### src/rtl/stream_fifo_pkg.sv
// Shared stream definitions for the Wishbone bridge -> FIFO -> Adder path.
//   STREAM_DATA_W : default beat width
//   stream_beat_t : one stream beat
//   ptr_inc       : circular pointer increment, wraps depth-1 -> 0
package stream_fifo_pkg;

   localparam int unsigned STREAM_DATA_W = 32;

   typedef struct packed {
      logic [STREAM_DATA_W-1:0] data;
   } stream_beat_t;

   function automatic int unsigned ptr_inc(input int unsigned ptr, input int unsigned depth);
      return (ptr + 32'd1 == depth) ? 32'd0 : ptr + 32'd1;
   endfunction

endpackage

### src/rtl/stream_fifo_if.sv
// Val/rdy stream handshake bundle.
//   val  : beat valid (master -> slave)
//   data : beat payload (master -> slave)
//   rdy  : slave accepts beat (slave -> master)
interface stream_fifo_if
   import stream_fifo_pkg::*;
#(
   parameter int unsigned DATA_W = STREAM_DATA_W
);

   logic              val;
   logic [DATA_W-1:0] data;
   logic              rdy;

   modport master (output val, output data, input rdy);
   modport slave  (input val, input data, output rdy);

endinterface

### src/rtl/stream_fifo_ram.sv
// DEPTH x DATA_W register array for stream_fifo.
//   clk   : write clock
//   reset : asynchronous active-low clear of every entry
//   we    : write enable, waddr/wdata : write port (sync)
//   raddr : read address, rdata : read data (async)
module stream_fifo_ram
   import stream_fifo_pkg::*;
#(
   parameter int unsigned DATA_W = STREAM_DATA_W,
   parameter int unsigned DEPTH  = 4,
   localparam int unsigned ADDR_W = $clog2(DEPTH)
) (
   input  logic              clk,
   input  logic              reset,
   input  logic              we,
   input  logic [ADDR_W-1:0] waddr,
   input  logic [DATA_W-1:0] wdata,
   input  logic [ADDR_W-1:0] raddr,
   output logic [DATA_W-1:0] rdata
);

   logic [DATA_W-1:0] mem_q [DEPTH];

   always_ff @(posedge clk or negedge reset) begin
      if (!reset) begin
         for (int i = 0; i < int'(DEPTH); i++) begin
            mem_q[i] <= '0;
         end
      end else if (we) begin
         mem_q[waddr] <= wdata;
      end
   end

   assign rdata = mem_q[raddr];

endmodule

### src/rtl/stream_fifo.sv
// Val/rdy elastic buffer between the Wishbone stream bridge and the Adder.
// Cuts the combinational rdy path: i_stream.rdy depends only on occupancy.
//   clk      : single clock, posedge
//   reset    : asynchronous active-low reset
//   i_stream : producer side (slave modport: val/data in, rdy out)
//   o_stream : consumer side (master modport: val/data out, rdy in)
//   count    : current occupancy 0..DEPTH
// Build option STREAM_FIFO_BYPASS_EN: when empty and both sides are ready the beat
// passes combinationally without being stored (min latency 0).
module stream_fifo
   import stream_fifo_pkg::*;
#(
   parameter int unsigned DATA_W = STREAM_DATA_W,
   parameter int unsigned DEPTH  = 4,
   localparam int unsigned ADDR_W = $clog2(DEPTH),
   localparam int unsigned CNT_W  = ADDR_W + 1
) (
   input  logic             clk,
   input  logic             reset,
   stream_fifo_if.slave     i_stream,
   stream_fifo_if.master    o_stream,
   output logic [CNT_W-1:0] count
);

   logic [ADDR_W-1:0] rd_ptr_q, rd_ptr_d;
   logic [ADDR_W-1:0] wr_ptr_q, wr_ptr_d;
   logic [CNT_W-1:0]  count_q, count_d;
   logic [DATA_W-1:0] ram_rdata;
   logic              full, empty, in_rdy, bypass, enq, deq;

   assign full   = (count_q == CNT_W'(DEPTH));
   assign empty  = (count_q == '0);
   // Gated by reset so rdy is low for the whole time reset is asserted.
   assign in_rdy = reset & ~full;

`ifdef STREAM_FIFO_BYPASS_EN
   assign bypass = reset & empty & i_stream.val & o_stream.rdy;
`else
   assign bypass = 1'b0;
`endif

   // A bypassed beat is neither written nor popped.
   assign enq = i_stream.val & in_rdy & ~bypass;
   assign deq = ~empty & o_stream.rdy;

   always_comb begin
      rd_ptr_d = rd_ptr_q;
      wr_ptr_d = wr_ptr_q;
      count_d  = count_q;
      if (enq) begin
         wr_ptr_d = ADDR_W'(ptr_inc(32'(wr_ptr_q), DEPTH));
      end
      if (deq) begin
         rd_ptr_d = ADDR_W'(ptr_inc(32'(rd_ptr_q), DEPTH));
      end
      unique case ({enq, deq})
         2'b10:   count_d = count_q + 1'b1;
         2'b01:   count_d = count_q - 1'b1;
         default: count_d = count_q;
      endcase
   end

   always_ff @(posedge clk or negedge reset) begin
      if (!reset) begin
         rd_ptr_q <= '0;
         wr_ptr_q <= '0;
         count_q  <= '0;
      end else begin
         rd_ptr_q <= rd_ptr_d;
         wr_ptr_q <= wr_ptr_d;
         count_q  <= count_d;
      end
   end

   stream_fifo_ram #(
      .DATA_W (DATA_W),
      .DEPTH  (DEPTH)
   ) u_ram (
      .clk   (clk),
      .reset (reset),
      .we    (enq),
      .waddr (wr_ptr_q),
      .wdata (i_stream.data),
      .raddr (rd_ptr_q),
      .rdata (ram_rdata)
   );

   assign i_stream.rdy  = in_rdy;
   assign o_stream.val  = ~empty | bypass;
   assign o_stream.data = bypass ? i_stream.data : ram_rdata;
   assign count         = count_q;

endmodule

### src/flat_wrapper.sv
// flat-port wrapper written by rule: the top's interface ports become plain ports
module stream_fifo_flat import stream_fifo_pkg::*;
#(
   parameter int unsigned DATA_W = STREAM_DATA_W,
   parameter int unsigned DEPTH  = 4,
   localparam int unsigned ADDR_W = $clog2(DEPTH),
   localparam int unsigned CNT_W  = ADDR_W + 1
)
  (clk, reset, count, i_stream_val, i_stream_data, i_stream_rdy, o_stream_val, o_stream_data, o_stream_rdy);
  stream_fifo_if #(.DATA_W(DATA_W)) i_stream_i ();
  stream_fifo_if #(.DATA_W(DATA_W)) o_stream_i ();
  input  logic clk;
  input  logic reset;
  output logic [CNT_W-1:0] count;
  input wire logic [$bits(i_stream_i.val)-1:0] i_stream_val;
  input wire logic [$bits(i_stream_i.data)-1:0] i_stream_data;
  output wire logic [$bits(i_stream_i.rdy)-1:0] i_stream_rdy;
  output wire logic [$bits(o_stream_i.val)-1:0] o_stream_val;
  output wire logic [$bits(o_stream_i.data)-1:0] o_stream_data;
  input wire logic [$bits(o_stream_i.rdy)-1:0] o_stream_rdy;
  assign i_stream_i.val = i_stream_val;
  assign i_stream_i.data = i_stream_data;
  assign i_stream_rdy = i_stream_i.rdy;
  assign o_stream_val = o_stream_i.val;
  assign o_stream_data = o_stream_i.data;
  assign o_stream_i.rdy = o_stream_rdy;
  stream_fifo #(.DATA_W(DATA_W), .DEPTH(DEPTH)) u_core (.clk(clk), .reset(reset), .i_stream(i_stream_i), .o_stream(o_stream_i), .count(count));
endmodule
### config.mk
export PLATFORM = sky130hd
export DESIGN_NAME = stream_fifo_flat
export DESIGN_NICKNAME = d
export VERILOG_FILES = /design/src/rtl/stream_fifo_pkg.sv /design/src/rtl/stream_fifo_if.sv /design/src/rtl/stream_fifo_ram.sv /design/src/rtl/stream_fifo.sv /design/src/flat_wrapper.sv
export SDC_FILE = /design/constraint.sdc
export NUM_CORES = 1
export LEC_CHECK = 0
export ABC_CLOCK_PERIOD_IN_PS = 2500
export CAP_MARGIN = 30
export CORE_ASPECT_RATIO = 0.9
export CORE_MARGIN = 10
export CORE_UTILIZATION = 40
export DETAILED_ROUTE_END_ITERATION = 10
export DONT_BUFFER_PORTS = 1
export GPL_ROUTABILITY_DRIVEN = 0
export GPL_TIMING_DRIVEN = 0
export PLACE_DENSITY_LB_ADDON = 0.15
export SYNTH_ARGS = -nofsm -noshare
export SYNTH_HDL_FRONTEND = slang
export SYNTH_HIERARCHICAL = 1
export SYNTH_SLANG_ARGS = --single-unit
### constraint.sdc
create_clock -name clk -period 2.5 [get_ports clk]
set_clock_uncertainty 0.15 [all_clocks]
set_input_delay 0.375 -clock clk [delete_from_list [all_inputs] [get_ports clk]]
set_output_delay 0.375 -clock clk [all_outputs]
set_load 0.1 [all_outputs]
== Word level (Yosys, flattened, before mapping) ==
Index checks and enable logic that the tools add are counted.
Word-level totals
  register bits after elaboration: 135
  input bits: 36
  output and inout bits: 37
  word-level logic and storage cells: 38
Operators by class
  add/sub/neg operators: 4
  order comparisons: 3
  equality and inequality tests: 5
  multiplexer cells: 9
  bitwise operators: 7
  reductions and logical operators: 3
Operators by type and width (number)
  bitwise mux 128 bit: 1
  two-way mux 32 bit: 3
  binary-select mux 32 bit (select 2 bit): 1
  demux 32 bit (select 2 bit): 1
  equality test 3 bit, second input constant: 3
  adder 2 x 1 -> 3 bit, second input constant: 2
  >= comparator 3 bit, second input constant: 2
  inverter 2 -> 3 bit: 2
  case mux 3 bit (2 select lines): 1
  two-way mux 2 bit: 2
  adder 3 x 1 -> 3 bit, second input constant: 1
  AND 1 bit: 3
  logical NOT 3 bit: 1
  < comparator 3 x 1 -> 1 bit, second input constant: 1
  subtractor 3 x 1 -> 3 bit, second input constant: 1
  equality test 2 x 1 -> 1 bit, second input constant: 1
  equality test 2 bit, second input constant: 1
  inverter 1 bit: 2
  nonzero test 2 bit: 1
  logical AND 1 bit: 1

== Logic depth before layout (Yosys ltp) ==
Gate-level depths: netlist of run 1.
  word-level depth: 6
  gate-level depth with buffers: 9
  depth with buffers taken out: 9

== By module ==
The synthesis of run 1 kept the hierarchy.
Modules (own cells, without submodules)
  stream_fifo_ram: times used 1, cells an instance 311, area an instance 5504.0 µm², seq. area each 3203.1 µm²
  stream_fifo: times used 1, cells an instance 33, area an instance 397.9 µm², seq. area each 175.2 µm²

== Worst setup path before layout of run 1 ==
Ideal clock, no wire load.
  path kind: register to output
  start: reg u_core.count_q[0], in the netlist u_core/count[0]
  end: out i_stream_rdy
  data arrival time: 3.346 ns
  required time: 1.975 ns
  setup slack: -1.371 ns
  cell stages (with the launch flop): 3
  buffers on the path: 0
  cell sequence: dfrtp_1 -> nor2_1 -> a21boi_0
Between the ends
  word-level cells in the longest chain between the ends: 3
Ends and longest elaborated chain
  start: declaration: line stream_fifo.sv:27  | logic [CNT_W-1:0] count_q, count_d;
  start signal: assignment: line stream_fifo.sv:71  | count_q <= count_d;
  equality test 3 bit: line stream_fifo.sv:31  | assign full = (count_q == CNT_W'(DEPTH));
  inverter 1 bit: line stream_fifo.sv:34  | assign in_rdy = reset & ~full;
  AND 1 bit: line stream_fifo.sv:34
  end: declaration: line flat_wrapper.sv:17  | output wire logic [$bits(i_stream_i.rdy)-1:0] i_stream_rdy;
No other way between the ends.

== Worst setup path in the final report of run 1 ==
  start: reg u_core.count_q[2], in the netlist u_core/count[2]
  end: reg u_core.count_q[2], in the netlist u_core/count[2]
Between the ends
  elaborated cells between the ends (all ways): 13
  those cells by class: 2 x add/sub; 3 x eq/ne; 1 x mux; 5 x bitwise; 2 x reduce/logical
RTL lines
  logical NOT 3 bit *: line stream_fifo.sv:32  | assign empty = (count_q == '0);
  inverter 1 bit *
  net o_stream_val: line flat_wrapper.sv:18  | output wire logic [$bits(o_stream_i.val)-1:0] o_stream_val;
  AND 1 bit *: line stream_fifo.sv:44  | assign deq = ~empty & o_stream.rdy;
  net u_core.deq: line stream_fifo.sv:29  | logic full, empty, in_rdy, bypass, enq, deq;
  equality test 2 x 1 -> 1 bit or equality test 2 bit (tied branches): line stream_fifo.sv:56  | unique case ({enq, deq})
  case mux 3 bit (2 select lines) or nonzero test 2 bit (tied branches)
Mark *: on every way through the listed nets, which the timed path passes. The rest lies on a longest branch.
A chain may end at the register's enable or synchronous reset.

==> results.md, run 1 <==
* Maximum clock frequency at 411 MHz
* Worst R2R Setup Slack at around 0.064 ns
* Commonest cells after routing, fill and taps aside: dfrtp_1, mux2_2, mux4_2, dlygate4sd3_1, clkbuf_16
* Pins over their slew limit at 0
* Unique masters post-synth at 23
* Root Buffer: clkbuf_16
* Clock slew at reported path FFs at 0.05 ns
* Row count at 42
* Violated checks: negative hold slack
* Final hold slack at -0.500 ns
* Max incr delay on CP at 0.63 ns
* Fin. Hold Viols at ~140
* Hold Buf Count CTS at 32
* Core ar. at 14600 um2
* Required time of the worst setup path at 2.64 ns
* Sequential area share after synthesis at 0.572
* Synth warn at 6
* Final setup viols at 0
* Vias at 3190
* DP Wirelength at 7.96 mm
* Area grow syn2layout at 22.9%
* Critical path class: flop to flop
* Max cap viols at 0
* Synth Net Count at 384
* Worst R2R Path Depth at 9
* DR iter-0 viols at ~140
* Crit path capture type: flop
* Total track usage at 0.132
* Synthesized area at 5900 um2
* Overflow after GRT at 0
* Initial antenna violation count at 0
* WL/cell at 20.5 um
* Max_slew headroom at 0.628
* Layout cells sized above 1 at 0.563
* Port bufs at 0
* Diodes inserted at 0
* Reg-to-Reg Start: u_core/count[2]$_DFFE_PN0P_
* Total Die Area at roughly 20000 um2
* CTS tree: built
* RSZ-0062 raised after global routing: true
* Async set or reset register ratio after synthesis at 1.00
* CP max FO at 5
* Detail Route Antenna Nets at 0
* Synth top area share at 0.572
* Global-route wire length before repair at 20.0 mm
* Largest area contributor in the synthesized netlist: dfrtp_1
* Critical path launch point type: flop
* Initial core utilization at 0.404
* Vias/cell at 5.20
* Syn Area/Cell at 17.2 um2
* Number of flops mapped to enable cells by yosys at 0
* Clock latency on the worst-skew pair at 0.42 ns
* Worst reg2reg endpoint: u_core/count[2]$_DFFE_PN0P_
* CTS Buf Count at 17
* Pin count of the biggest net entering global routing at 138
* Final min period at 2.44 ns
* Synthesis-stage register bit count at 135
* Tcrit/Tclk final at 0.974
* Commonest non-fill, non-tap cell in the layout: dfrtp_1
* Worst-Margin Slew at between 0.5 and 0.6 ns
* Syn Inst Count at 344
* WP data arrival at 2.57 ns
* H-tree levels at 4
* Die Height at 135 um
* Nets@finish at ~450
* Clock Tree Buf Depth at 2
* IO Pins at 73
* Worst-path cell chain: or3_4, nand2_4, inv_2, ha_4, inv_2, fa_2, xor2_1, nor2_1, xor2_1
* # clock sinks at 135
* Die width at 148 um
* Remaining DRCs at 0
* Most used DFF post-synth: dfrtp_1
* Crit-path slowest cell: dfrtp_4
* Main area contributors after synthesis: dfrtp_1, mux2_2, mux4_2, buf_2, buf_4
* Drt pass-1 iters at 4
* Min-Delay Path Class: input pin to asynchronous set/reset pin
* Total Wirelength at 12.6 mm
* Vias in the first global route at roughly 3600
* Status: finished with violations
cell type report:
type | count | area, um2
clock inverter | 7 | 68.8
buffer | 19 | 161
sequential | 135 | 3390
inverter | 5 | 18.8
multi-input combinational | 185 | 2430
fill | 1280 | 7360
clock buffer | 23 | 508
tap | 198 | 248
timing repair buffer | 42 | 433
worst max-delay path: cells and delay by family, from the launching register on:
kind	cells	cell delay, ns
adder cells (fa/ha/maj)	2	0.34
XOR/XNOR	2	0.28
AND/OR/NAND/NOR	3	0.80
flip-flops	1	0.63
buffers and inverters	2	0.09
what timing repair did:
item / in CTS / in global routing
buffers inserted: 5 / 3
gates cloned: 0 / 1
hold endpoints to repair: 263 / 135
pin swaps: 2 / 4
setup endpoints to repair: 64 / 31
gates resized for setup: 18 / 9
worst max-delay path by stage:
| stage | start | endpoint | slack, ns | depth (start not counted) |
|---|---|---|---|---|
| 5_1_grt | u_core/count[2]$_DFFE_PN0P_ | u_core/count[2]$_DFFE_PN0P_ | -0.03 | 9 |
| 2_1_floorplan | u_core/count[2]$_DFFE_PN0P_ | u_core/count[2]$_DFFE_PN0P_ | 0.02 | 9 |
| 6_report | u_core/count[2]$_DFFE_PN0P_ | u_core/count[2]$_DFFE_PN0P_ | 0.06 | 9 |
| 3_3_place_gp | u_core/count[0]$_DFFE_PN0P_ | u_core/u_ram/mem_q[111]$_DFFE_PN0P_ | -0.24 | 5 |
| 3_5_place_dp | u_core/count[0]$_DFFE_PN0P_ | u_core/u_ram/mem_q[105]$_DFFE_PN0P_ | -0.34 | 5 |
| 4_1_cts | u_core/rd_ptr_q[1]$_DFFE_PN0P_ | o_stream_data[10] | 0.02 | 2 |
through the flow:
stage                     setup TNS [ns]  std cells  cell area, um2  setup slack (ns)   util
after global placement             -7.03        542            6160            -0.238  0.421
after global routing             -0.0344        614            7250           -0.0344  0.496
after floorplan                        0        344            5910            0.0180      -
final                                  0        614            7250            0.0643  0.496
after CTS                              0        610            7180            0.0158  0.492
after detailed placement          -10.03        543            6180            -0.343  0.423
cells in the mapped netlist, types with 2 or more instances:
cell type / count
buf_4: 6
buf_2: 10
dfrtp_1: 135
mux2_2: 128
xor2_1: 2
mux2_4: 2
inv_1: 5
nor2_1: 4
mux4_2: 32
mux2_1: 2
buf_1: 3
ha_1: 3
nand3b_1: 2
kinds of logic (layout without fill, tap and decap cells):
group	after synthesis	in the layout	synth area share
muxes	165	165	0.377
DFF	135	135	0.572
buffers and inverters	24	96	0.0212
and+or+nand+nor	11	11	0.0125
adders and majority gates	4	4	0.00975
xor gates and xnor gates	3	3	0.00445
AOI/OAI and AO/OA	2	2	0.00276
per-layer routing:
metal	global-route usage	wire length, um	vias to the layer above
met5	0	0	-
met2	0.205	6010	61
met1	0.160	5580	1705
met4	0.0589	202	0
li1	-	-	1405
met3	0.0511	774	19
sequential cells by signal (all words and copies together), names as in the netlist:
name,flops
u_core/count,3
u_core/u_ram/mem_q,128
u_core/rd_ptr_q,2
u_core/wr_ptr_q,2
Power of run 1 is left out: the tool's default activity adds up to more than one toggle a clock period on the data nets, which glitch-free logic cannot reach.
==> run 2, diff against run 1 <==
--- a/config.mk
+++ b/config.mk
@@ -5,15 +5,15 @@
 export SDC_FILE = /design/constraint.sdc
 export NUM_CORES = 1
 export LEC_CHECK = 0
-export ABC_CLOCK_PERIOD_IN_PS = 2500
 export CAP_MARGIN = 30
 export CORE_ASPECT_RATIO = 0.9
 export CORE_MARGIN = 10
-export CORE_UTILIZATION = 40
+export CORE_UTILIZATION = 45
 export DETAILED_ROUTE_END_ITERATION = 10
 export DONT_BUFFER_PORTS = 1
 export GPL_ROUTABILITY_DRIVEN = 0
 export GPL_TIMING_DRIVEN = 0
+export MAX_ROUTING_LAYER = met4
 export PLACE_DENSITY_LB_ADDON = 0.15
 export SYNTH_ARGS = -nofsm -noshare
 export SYNTH_HDL_FRONTEND = slang
==> results.md, run 2 (synthesis results as in run 1) <==
* Critical path class: flop to flop (unchanged)
* RSZ-0062 raised after global routing: true (unchanged)
* Hold Buf Count CTS at 32 (unchanged)
* WL/cell at 20.9 um (was 20.5 um)
* Clock slew at reported path FFs at 0.06 ns (was 0.05 ns)
* Status: finished with violations (unchanged)
* Row count at 39 (was 42)
* Die Height at 129 um (was 135 um)
* CTS tree: built (unchanged)
* Commonest non-fill, non-tap cell in the layout: dfrtp_1 (unchanged)
* Nets@finish at 441 (was 445)
* Initial antenna violation count at 0 (unchanged)
* WP data arrival at 2.66 ns (was 2.57 ns)
* # clock sinks at 135 (unchanged)
* Final hold slack at -0.488 ns (was -0.500 ns)
* Setup TNS at 0 ns (unchanged)
* Initial core utilization at 0.462 (was 0.404)
* Post-route setup slack at 0.0267 ns (was 0.0643 ns)
* Root Buffer: clkbuf_16 (unchanged)
* Worst R2R Setup Slack at 0.03 ns (was 0.06 ns)
* Fillcell total at 1036 (was 1280)
* Final setup viols at 0 (unchanged)
* Pins over their slew limit at 0 (unchanged)
* CP max FO at 5 (unchanged)
* Fin. Hold Viols at 135 (unchanged)
* Worst R2R Path Depth at 9 (unchanged)
* Required time of the worst setup path at 2.68 ns (was 2.64 ns)
* Drt pass-1 iters at 5 (was 4)
* Tcrit/Tclk final at 0.989 (was 0.974)
* Area grow syn2layout at 20.4% (was 22.9%)
* Setup Slack @ Placement at -0.165 ns (was -0.343 ns)
* Pin count of the biggest net entering global routing at 138 (unchanged)
* Vias/cell at 5.41 (was 5.20)
* Global-route wire length before repair at 19.2 mm (was 20.0 mm)
* Die width at 141 um (was 148 um)
* H-tree levels at 4 (unchanged)
* Layout cells sized above 1 at 0.557 (was 0.563)
* Total Die Area at 18100 um2 (was 20000 um2)
* Critical path launch point type: flop (unchanged)
* Crit path capture type: flop (unchanged)
* Remaining DRCs at 0 (unchanged)
* IO Pins at 73 (unchanged)
* CTS Buf Count at 17 (unchanged)
* Total track usage at 0.144 (was 0.132)
* Total Wirelength at 12.1 mm (was 12.6 mm)
* Violated checks: negative hold slack (unchanged)
* Diodes inserted at 0 (unchanged)
* Reg-to-Reg Start: u_core/count[0]$_DFFE_PN0P_ (was u_core/count[2]$_DFFE_PN0P_)
* Max_slew headroom at 0.641 (was 0.628)
* Worst-Margin Slew at 0.540 ns (was 0.560 ns)
* Final min period at 2.47 ns (was 2.44 ns)
* Min-Delay Path Class: input pin to asynchronous set/reset pin (unchanged)
* Overflow after GRT at 0 (unchanged)
* Vias at 3122 (was 3190)
* Vias in the first global route at 3468 (was 3550)
* Worst Setup SP: u_core/count[0]$_DFFE_PN0P_ (was u_core/count[2]$_DFFE_PN0P_)
* Detail Route Antenna Nets at 0 (unchanged)
* Max FFs per register at 128 (unchanged)
* Clock latency on the worst-skew pair at 0.42 ns (about the same)
* Clock Tree Buf Depth at 2 (unchanged)
* Core ar. at 12800 um2 (was 14600 um2)
* DP Wirelength at 7.65 mm (was 7.96 mm)
* Cells after DPL at 509 (was 543)
* Commonest cells after routing, fill and taps aside: dfrtp_1, mux2_2, mux4_2, dlygate4sd3_1, clkbuf_16 (unchanged)
* Port bufs at 0 (unchanged)
* Max cap viols at 0 (unchanged)
* Layout Cells excl Fill at 577 (was 614)
* Worst reg2reg endpoint: u_core/count[2]$_DFFE_PN0P_ (unchanged)
* Largest Register: u_core/u_ram/mem_q (unchanged)
* DR iter-0 viols at 124 (was 141)
* Maximum clock frequency at 404 MHz (was 411 MHz)
-- run 2: stage by stage --
stage           util  instance area (um2)
5_1_grt        0.556                 7100
3_5_place_dp   0.479                 6130
3_3_place_gp   0.478                 6110
4_1_cts        0.552                 7050
6_report       0.556                 7100
2_1_floorplan      -                 5910
-- run 2: worst max path at each step --
| stage | to | cells past startpoint | slack [ns] |
|---|---|---|---|
| after floorplan | u_core/count[2]$_DFFE_PN0P_ | 9 | 0.02 |
| after global placement | u_core/u_ram/mem_q[116]$_DFFE_PN0P_ | 5 | -0.13 |
| after detailed placement | u_core/u_ram/mem_q[118]$_DFFE_PN0P_ | 5 | -0.16 |
| after CTS | u_core/count[2]$_DFFE_PN0P_ | 9 | 0.006 |
| after global routing | u_core/count[2]$_DFFE_PN0P_ | 9 | -0.04 |
| final | u_core/count[2]$_DFFE_PN0P_ | 9 | 0.03 |
-- run 2: final cells by class --
class,count,area [um2],area share
well taps,164,205,0.0289
clock buffers,22,474,0.0668
repair buffers,38,373,0.0525
multi-input cells,185,2430,0.343
clock inverters,9,52.6,0.00740
flip-flops and latches,135,3390,0.477
inverters,5,18.8,0.00264
plain buffers,19,156,0.0220
-- run 2: routing by layer --
| layer | share of wire | global-route usage |
|---|---|---|
| met5 | 0 | - |
| met4 | 0.012 | 0.0583 |
| met3 | 0.048 | 0.0511 |
| met2 | 0.49 | 0.222 |
| met1 | 0.44 | 0.170 |
-- run 2: timing repair --
item	in CTS	in global routing
buffers inserted	2	3
hold endpoints to repair	263	135
pin swaps	2	5
gates cloned	0	0
endpoints found under the setup margin	62	35
gates resized for setup	18	8
-- run 2: worst max-delay path, cell delays in order, from the launching register on --
cell and delay (ns):
dfrtp_4 0.64, or3_4 0.41, nand2_4 0.08, inv_2 0.07, ha_4 0.13, inv_2 0.04, fa_2 0.39, xor2_2 0.18
nor2_1 0.13, xor2_1 0.15
Power of run 2 is left out for the same reason.
==> run 3, diff against run 2 <==
--- a/config.mk
+++ b/config.mk
@@ -15,6 +15,7 @@
 export GPL_TIMING_DRIVEN = 0
 export MAX_ROUTING_LAYER = met4
 export PLACE_DENSITY_LB_ADDON = 0.15
+export RECOVER_POWER = 25
 export SYNTH_ARGS = -nofsm -noshare
 export SYNTH_HDL_FRONTEND = slang
 export SYNTH_HIERARCHICAL = 1
==> constraint.sdc (replaced) <==
create_clock -name clk -period 2.2 [get_ports clk]
set_clock_uncertainty 0.15 [all_clocks]
set_input_delay 0.33 -clock clk [delete_from_list [all_inputs] [get_ports clk]]
set_output_delay 0.33 -clock clk [all_outputs]
set_load 0.1 [all_outputs]
==> results.md, run 3 (synthesis results as in run 1) <==
* Total track usage at 0.146 (was 0.144)
* Worst R2R Path Depth at 9 (unchanged)
* Row count at 39 (unchanged)
* Final setup viols at 106 (was 0)
* Worst reg2reg endpoint: u_core/count[2]$_DFFE_PN0P_ (unchanged)
* Area grow syn2layout at 23.8% (was 20.4%)
* Nets@finish at 453 (was 441)
* Tcrit/Tclk final at 1.09 (was 0.989)
* Pins over their slew limit at 0 (unchanged)
* Violated checks: negative hold slack, negative setup slack (was negative hold slack)
* Detail Route Antenna Nets at 0 (unchanged)
* WL/cell at 20.5 um (was 20.9 um)
* Layout cells sized above 1 at 0.558 (was 0.557)
* Max_slew headroom at 0.638 (was 0.641)
* Reg-to-Reg Start: u_core/count[2]$_DFFE_PN0P_ (was u_core/count[0]$_DFFE_PN0P_)
* Worst-Margin Slew at 0.545 ns (was 0.540 ns)
* Final hold slack at -0.539 ns (was -0.488 ns)
* Vias at 3197 (was 3122)
* Core ar. at 12800 um2 (unchanged)
* M1 WL at 5.50 mm (was 5.36 mm)
* Vias/cell at 5.44 (was 5.41)
* Worst-path cell chain: or3_4, nand2_4, inv_2, ha_4, inv_2, fa_2, xor2_1, nor2_1, xor2_1 (was or3_4, nand2_4, inv_2, ha_4, inv_2, fa_2, xor2_2, nor2_1, xor2_1)
* Clock Tree Buf Depth at 2 (unchanged)
* Fin. Hold Viols at 135 (unchanged)
* CP max FO at 5 (unchanged)
* Commonest cells after routing, fill and taps aside: dfrtp_1, mux2_2, mux4_2, dlygate4sd3_1, buf_4 (was dfrtp_1, mux2_2, mux4_2, dlygate4sd3_1, clkbuf_16)
* Initial antenna violation count at 1 (was 0)
* Total Die Area at 18100 um2 (unchanged)
* WP data arrival at 2.54 ns (was 2.66 ns)
* Drt pass-1 iters at 4 (was 5)
* # clock sinks at 135 (unchanged)
* Global-route wire length before repair at 19.5 mm (was 19.2 mm)
* DP Wirelength at 7.68 mm (was 7.65 mm)
* Met3 Routed Length at 618 um (was 579 um)
* Max incr delay on CP at 0.63 ns (was 0.64 ns)
* Die Height at 129 um (unchanged)
* CTS Buf Count at 17 (unchanged)
* IO Pins at 73 (unchanged)
* Remaining DRCs at 0 (unchanged)
* Fillcell total at 1018 (was 1036)
* Max FFs per register at 128 (unchanged)
* Met2 wire length at 5.77 mm (was 5.96 mm)
* Port bufs at 0 (unchanged)
* Max cap viols at 0 (unchanged)
* Commonest non-fill, non-tap cell in the layout: dfrtp_1 (unchanged)
* Vias in the first global route at 3519 (was 3468)
* Root Buffer: clkbuf_16 (unchanged)
* Post-route setup slack at -0.204 ns (was 0.0267 ns)
* Required time of the worst setup path at 2.33 ns (was 2.68 ns)
* Pin count of the biggest net entering global routing at 138 (unchanged)
* Total Wirelength at 12.0 mm (was 12.1 mm)
* Min-Delay Path Class: input pin to asynchronous set/reset pin (unchanged)
* Critical path class: flop to flop (unchanged)
* Clock slew at reported path FFs at 0.05 ns (was 0.06 ns)
* Status: finished with violations (unchanged)
* Worst R2R Setup Slack at -0.20 ns (was 0.03 ns)
* Overflow after GRT at 0 (unchanged)
* Crit-path slowest cell: dfrtp_4 (unchanged)
* Critical path launch point type: flop (unchanged)
* Hold Buf Count CTS at 32 (unchanged)
* Top layer in use: met4 (unchanged)
* Clock latency on the worst-skew pair at 0.41 ns (was 0.42 ns)
* Placed Area at 6150 um2 (was 6130 um2)
* Setup TNS at -8.54 ns (was 0 ns)
* Maximum clock frequency at 416 MHz (was 404 MHz)
* DR iter-0 viols at 121 (was 124)
* H-tree levels at 4 (unchanged)
* RSZ-0062 raised after global routing: true (unchanged)
* Crit path capture type: flop (unchanged)
* Largest Register: u_core/u_ram/mem_q (unchanged)
* Initial core utilization at 0.462 (unchanged)
* Die width at 141 um (unchanged)
* Final min period at 2.40 ns (was 2.47 ns)
* CTS tree: built (unchanged)
* Fin area at 7310 um2 (was 7100 um2)
[run 3: cell count changes in the layout (fill, tap and decap cells not counted), sizes merged]
cell,delta
diode,+1
buf,+9
clkinvlp,-3
bufinv,+2
clkinv,-5
clkbuf,+7
[run 3: repair_timing]
action	in CTS	in global routing
buffers inserted	13	3
pin swaps	8	3
gates cloned	0	1
endpoints found under the hold margin	263	135
endpoints found under the setup margin	156	158
gates resized for setup	31	3
[run 3: metal layers]
| metal | GRT usage | up-vias |
|---|---|---|
| met5 | - | - |
| met4 | 0.0583 | 0 |
| met3 | 0.0559 | 13 |
| met2 | 0.215 | 62 |
| met1 | 0.177 | 1691 |
| li1 | - | 1431 |
[run 3: layout make-up]
class                           instances  area (um2)  area share
Sequential cell                       135        3390       0.464
Multi-Input combinational cell        185        2420       0.332
Clock buffer                           26         509      0.0697
Timing Repair Buffer                   50         484      0.0663
Buffer                                 19         208      0.0284
Tap cell                              164         205      0.0281
Clock inverter                          3        65.1     0.00891
Inverter                                5        18.8     0.00257
Antenna cell                            1        2.50    0.000343
[run 3: critical path: cells and delay by family, from the launching register on]
family | cells | cell delay [ns]
xor+xnor | 2 | 0.28
fa+ha+maj | 2 | 0.33
buf+inv | 2 | 0.10
simple gates | 3 | 0.79
flops | 1 | 0.63
[run 3: through the flow]
step	worst slack (ns)	util	instances	hold WS [ns]
3_3_place_gp	-0.328	0.480	508	-0.111
5_1_grt	-0.267	0.571	588	-0.572
6_report	-0.204	0.571	588	-0.539
4_1_cts	-0.216	0.567	583	-0.561
3_5_place_dp	-0.342	0.481	509	-0.111
2_1_floorplan	-0.178	-	344	-0.116
[run 3: worst max path at each step]
stage                                     start                             endpoint  slack [ns]
floorplan           u_core/count[2]$_DFFE_PN0P_          u_core/count[2]$_DFFE_PN0P_       -0.18
global placement    u_core/count[1]$_DFFE_PN0P_  u_core/u_ram/mem_q[115]$_DFFE_PN0P_       -0.33
detailed placement  u_core/count[0]$_DFFE_PN0P_   u_core/u_ram/mem_q[98]$_DFFE_PN0P_       -0.34
CTS                 u_core/count[1]$_DFFE_PN0P_          u_core/count[2]$_DFFE_PN0P_       -0.22
global route        u_core/count[2]$_DFFE_PN0P_          u_core/count[2]$_DFFE_PN0P_       -0.27
finish              u_core/count[2]$_DFFE_PN0P_          u_core/count[2]$_DFFE_PN0P_       -0.20
Power of run 3 is left out for the same reason.
